--- src/rtl/lif_neuron.sv ---
// ============================================================================
//  Module  : lif_neuron
//  Brief   : Leaky integrate-and-fire membrane stage with refractory period.
//  Rev     : 1.0
// ============================================================================
`default_nettype none

module lif_neuron #(
    parameter int ACCWID     = 12,
    parameter int VWID       = 16,
    parameter int LEAK_SHIFT = 3,
    parameter int REFRAC     = 2,
    parameter int RWID       = 4
) (
    input  logic              clk,
    input  logic              rst,
    input  logic              acc_valid,
    input  logic [ACCWID-1:0] acc,
    output logic              acc_ready,
    output logic              acc_clr,
    input  logic [VWID-1:0]   vth,
    output logic              spike_valid,
    output logic              spike,
    output logic [VWID-1:0]   v,
    output logic              refr_active
);

    typedef enum logic [1:0] {
        S_IDLE  = 2'd0,
        S_LEAK  = 2'd1,
        S_INTEG = 2'd2,
        S_FIRE  = 2'd3
    } state_t;

    localparam logic [RWID-1:0] c_refrac  = RWID'(REFRAC);
    localparam bit              c_leak_en = (LEAK_SHIFT != 0);

    state_t              r_state;
    state_t              w_state_nxt;
    logic [VWID-1:0]     r_v;
    logic [ACCWID-1:0]   r_acc_q;
    logic [RWID-1:0]     r_refr_cnt;
    logic                r_acc_clr;
    logic                r_spike_valid;
    logic                r_spike;

    logic                w_accept;
    logic                w_refr_idle;
    logic [VWID-1:0]     w_leak_v;
    logic [VWID:0]       w_sum;
    logic [VWID-1:0]     w_sat_v;

    assign w_accept    = acc_valid && (r_state == S_IDLE);
    assign w_refr_idle = (r_refr_cnt == '0);
    // v - (v >> k) can never underflow, so no clamp is needed here
    assign w_leak_v    = r_v - (r_v >> LEAK_SHIFT);
    assign w_sum       = {1'b0, r_v} + {{(VWID + 1 - ACCWID){1'b0}}, r_acc_q};
    assign w_sat_v     = w_sum[VWID] ? {VWID{1'b1}} : w_sum[VWID-1:0];

    always_comb begin
        w_state_nxt = r_state;
        case (r_state)
            S_IDLE:  if (acc_valid) w_state_nxt = S_LEAK;
            S_LEAK:  w_state_nxt = S_INTEG;
            S_INTEG: w_state_nxt = S_FIRE;
            S_FIRE:  w_state_nxt = S_IDLE;
            default: w_state_nxt = S_IDLE;
        endcase
    end

    always_ff @(posedge clk) begin
        if (rst) begin
            r_state       <= S_IDLE;
            r_v           <= '0;
            r_acc_q       <= '0;
            r_refr_cnt    <= '0;
            r_acc_clr     <= 1'b0;
            r_spike_valid <= 1'b0;
            r_spike       <= 1'b0;
        end else begin
            r_state       <= w_state_nxt;
            r_acc_clr     <= w_accept;
            r_spike_valid <= 1'b0;
            case (r_state)
                S_IDLE: begin
                    if (acc_valid) r_acc_q <= acc;
                end
                S_LEAK: begin
                    if (w_refr_idle && c_leak_en) r_v <= w_leak_v;
                end
                S_INTEG: begin
                    if (w_refr_idle) r_v <= w_sat_v;
                end
                S_FIRE: begin
                    r_spike_valid <= 1'b1;
                    if (!w_refr_idle) begin
                        r_spike    <= 1'b0;
                        r_refr_cnt <= r_refr_cnt - 1'b1;
                    end else if (r_v >= vth) begin
                        r_spike    <= 1'b1;
                        r_v        <= '0;
                        r_refr_cnt <= c_refrac;
                    end else begin
                        r_spike    <= 1'b0;
                    end
                end
                default: ;
            endcase
        end
    end

    assign acc_ready   = (r_state == S_IDLE);
    assign acc_clr     = r_acc_clr;
    assign spike_valid = r_spike_valid;
    assign spike       = r_spike;
    assign v           = r_v;
    assign refr_active = !w_refr_idle;

endmodule

`default_nettype wire

--- config.mk ---
export PLATFORM = sky130hd
export DESIGN_NAME = lif_neuron
export DESIGN_NICKNAME = d
export VERILOG_FILES = /design/src/rtl/lif_neuron.sv
export SDC_FILE = /design/constraint.sdc
export NUM_CORES = 1
export LEC_CHECK = 0
export ABC_AREA = 1
export CORE_MARGIN = 10
export CORE_UTILIZATION = 34
export CTS_BUF_LIST = sky130_fd_sc_hd__clkbuf_4 sky130_fd_sc_hd__clkbuf_8 sky130_fd_sc_hd__clkbuf_16
export CTS_CLUSTER_SIZE = 30
export DETAILED_ROUTE_END_ITERATION = 16
export PLACE_DENSITY = 0.55
export SLEW_MARGIN = 15
export SYNTH_ARGS = -nofsm -noshare
export SYNTH_HDL_FRONTEND = slang
export SYNTH_SLANG_ARGS = --single-unit
--- constraint.sdc ---
create_clock -name clk -period 2.45 [get_ports clk]
set_clock_uncertainty 0.05 [all_clocks]
set_input_delay 0.49 -clock clk [delete_from_list [all_inputs] [get_ports clk]]
set_output_delay 0.49 -clock clk [all_outputs]
set_load 0.01 [all_outputs]
==> results by group, run 1 <==
Route
  • WL final: 11500 um
  • Antenna-violating nets left: 0
  • Drt pass-1 iters: 4
  • DRC viols: 0
  • Via/cell ratio: approximately 4.8
  • DR WL/cell: approximately 13 um
  • Iter 0 DRT Violations: between 150 and 200
  • Via Count: 4101

Pwr
  • Internal: about 3 mW
  • PwrDens: between 1000 and 1500 nW/um^2
  • Clk pwr share: 0.093
  • Logic pwr share: 0.742
  • Total Power: 6.16 mW
  • Leakage power total: between 2 and 3 nW
  • Switching share of power: 0.520
  • Peak VDD IR: between 0.0006 and 0.0007 V
  • Reg power frac: 0.166
  • Psw: 3.20 mW

Finish
  • Final core utilization: 0.439
  • Layout Nets: 800
  • Leading cell type in the layout, fill and taps excluded: nand2_1
  • Final-layout fill cell count: about 1200
  • FF/Latch Area: around 740 sq um
  • Final instance area: ~4800 sq um
  • Ant. Diodes: 0
  • Layout cells sized above 1: 0.0748
  • Most frequent cells in the layout: nand2_1, nor2_1, inv_1
  • Final cell count without fillers: between 800 and 900
  • Multi-input gate area: about 2700 sq um
  • Area grow syn2layout: 25.5%

Clocking
  • Clock latency on the worst-skew pair: 0.30 ns
  • # hold bufs at CTS: 0
  • H-tree depth: 2
  • TritonCTS clock tree: yes
  • Num Clock Sinks: 37
  • Clk root buf: clkbuf_8
  • TritonCTS Buffers: 5
  • CTS max path bufs: 2
  • Worst-path clk slew: approximately 0.080 ns

Flow run
  • Max cap viols: 0

Floorplan
  • Chip width: about 130 um
  • I/O Pins: 52
  • Die boundary height: approximately 130 um
  • Initial core utilization: 0.350
  • Core area: between 10000 and 15000 sq um
  • Row count: 38
  • Die area: between 15000 and 20000 sq um

Place
  • GPL Wtd Cong: 0.895
  • Final HPWL DP: between 9000 and 10000 um
  • PortBufs: between 50 and 60
  • Dpl cells: 851
  • Placed Instance Area: about 4500 sq um

Status
  • Status: completed

STA
  • Tightest Pin Transition: between 0.4 and 0.5 ns
  • Minimum clock period: between 2 and 2.5 ns
  • F_max: around 430 MHz
  • Final worst-path cycle share: 0.947
  • Final setup violation count: 0
  • Pins Over Slew Limit: 0
  • Final Hold Viols: 0
  • Fin Hold WS: 0.417 ns
  • Worst slew margin: 0.702

Synth
  • Area contributors post-synth: nand2_1, dfxtp_1, ha_1
  • Synthesized area per cell: approximately 5.8 sq um
  • Post-Synth Simple-Gate Area: 0.419
  • Largest family of logic cells by synthesized area: simple AND/OR/NAND/NOR gates
  • Cell Area, Synth: 3810 sq um
  • Cells after Synth: around 660
  • Adder-Cell Fraction of Synth Area: 0.162
  • Sequential element share of the synthesized area: 0.194
  • Netlist cell types: 30
  • YS warnings: 0
  • Compound-gate portion of the synthesized area: 0.0903
  • Synth Register Bits: 37
  • Post-synth top area share: 0.219
  • Synth Area in XOR/XNOR: 0.0161
  • Yosys top cell by area: nand2_1
  • Mux cell area share after synthesis: 0
  • Synthesized net count: roughly 740

Worst setup path
  • Crit Path Class: input pin to flip-flop
  • Critical Path Start Type: input pin
  • Critical Path Sink: v[12]
  • Worst path required time: roughly 2.6 ns
  • R2r endpoint: v[15]
  • R2r startpoint: v[5]
  • R2R depth: 12
  • Worst R2R Setup Slack: approximately 0.21 ns
  • Worst setup EP type: flip-flop
  • Critical path startpoint: vth[7]
  • Worst Path Max Fanout: 8
  • Worst EP arrival: roughly 2.5 ns

GRT
  • GRT Residual Overflow: 0
  • Vias in the first global route: a little under 4000
  • First-pass GRT wire length: approximately 19000 um
  • Pin count of the biggest net entering global routing: 33
  • GRT Total Usage: 0.140
  • Initial antenna violation count: 0

Min path
  • Hold WC Path Type: flip-flop to flip-flop
==> cell usage after synthesis, drive strengths merged <==
| cell type | instances |
|---|---|
| nand2 | 229 |
| nor2 | 104 |
| inv | 96 |
| ha | 46 |
| nand3 | 43 |
| dfxtp | 37 |
| a21oi | 32 |
| o21ai | 30 |
| buf | 9 |
| nand4 | 9 |
| xnor2 | 5 |
| clkbuf | 4 |
| nand3b | 3 |
| and2 | 2 |
| fa | 2 |
| xor2 | 2 |
| a21o | 1 |
| and3 | 1 |
| nor3 | 1 |
| o211ai | 1 |
| o21a | 1 |
| o21bai | 1 |
==> per-layer routing <==
metal / up-vias / track usage / share of wire
li1: 2191 / - / -
met4: 0 / 0.0482 / 0.022
met5: - / 0 / 0
met3: 16 / 0.0201 / 0.029
met1: 1824 / 0.178 / 0.49
met2: 70 / 0.237 / 0.46
==> timing repair <==
action                                  CTS  global route
resized for setup                         0            20
buffers inserted                          0             1
endpoints found under the hold margin     0             0
endpoints found under the setup margin    0            20
==> worst max-delay path, stage by stage <==
cell and delay (ns):
clkdlybuf4s50_1 0.46, inv_1 0.04, ha_1 0.28, nand2_1 0.08, nor2_2 0.11, nand2_1 0.06
nand2_1 0.05, nor2_1 0.04, nand2_1 0.12, nand2_1 0.08, nand2_2 0.07, nand2_2 0.06
nand2_2 0.08, nand2_4 0.09, clkbuf_16 0.18, nand2_1 0.06, nand2_1 0.05, nor2_1 0.11
==> power groups by stage <==
stage / registers, mW / logic [mW] / clock network, mW
2_1_floorplan: 0.988 / 3.06 / 0
3_3_place_gp: 1.03 / 4.17 / 0
3_5_place_dp: 1.03 / 4.22 / 0
4_1_cts: 1.02 / 4.25 / 0.590
5_1_grt: 1.05 / 5.21 / 0.608
6_report: 1.02 / 4.57 / 0.570
==> how the worst min path moves through the flow <==
stage | from | to | slack, ns | depth (start not counted)
global placement | r_refr_cnt[2] | r_refr_cnt[2] | 0.40 | 2
CTS | r_refr_cnt[2] | r_refr_cnt[2] | 0.42 | 2
global route | r_refr_cnt[2] | r_refr_cnt[2] | 0.43 | 2
finish | r_refr_cnt[2] | r_refr_cnt[2] | 0.42 | 2
floorplan | r_refr_cnt[2] | r_refr_cnt[2] | 0.39 | 2
detailed placement | r_refr_cnt[2] | r_refr_cnt[2] | 0.41 | 2
==> area by class of cell <==
class                      instances  share of cell area
clock buffer                       6              0.0173
clock inverter                     2             0.00785
inverter                          96              0.0754
multi-input combinational        513               0.564
sequential                        37               0.155
tap                              140              0.0366
timing repair buffer              68               0.144
==> per-stage QoR <==
step	setup WS [ns]	setup TNS, ns
final	0.131	0
after global routing	-0.0154	-0.0490
after CTS	0.0928	0
after detailed placement	-0.174	-3.12
after global placement	-0.104	-1.82
after floorplan	0.414	0
==> sequential cells by signal, indices dropped and copies added, names as in the netlist <==
| signal | cells |
|---|---|
| r_refr_cnt | 4 |
| acc_clr | 1 |
| r_state | 2 |
| r_acc_q | 12 |
| v | 16 |
| spike_valid | 1 |
| spike | 1 |
==> kinds of logic (layout without fill, tap and decap cells) <==
logic type	Yosys count	after routing
and+or+nand+nor	392	392
buffers and inverters	109	172
AOI/OAI and AO/OA	66	66
adders and majority gates	48	48
DFF	37	37
xor gates and xnor gates	7	7
No activity file was read; power rests on OpenSTA's default activity.
==> inputs of run 2 (changes only) <==
--- a/config.mk
+++ b/config.mk
@@ -11,6 +11,7 @@
 export CTS_BUF_LIST = sky130_fd_sc_hd__clkbuf_4 sky130_fd_sc_hd__clkbuf_8 sky130_fd_sc_hd__clkbuf_16
 export CTS_CLUSTER_SIZE = 30
 export DETAILED_ROUTE_END_ITERATION = 16
+export HOLD_SLACK_MARGIN = 0.05
 export PLACE_DENSITY = 0.55
 export SLEW_MARGIN = 15
 export SYNTH_ARGS = -nofsm -noshare
==> results of run 2 <==
The final DEF is identical to that of run 1; final timing and power are the same.
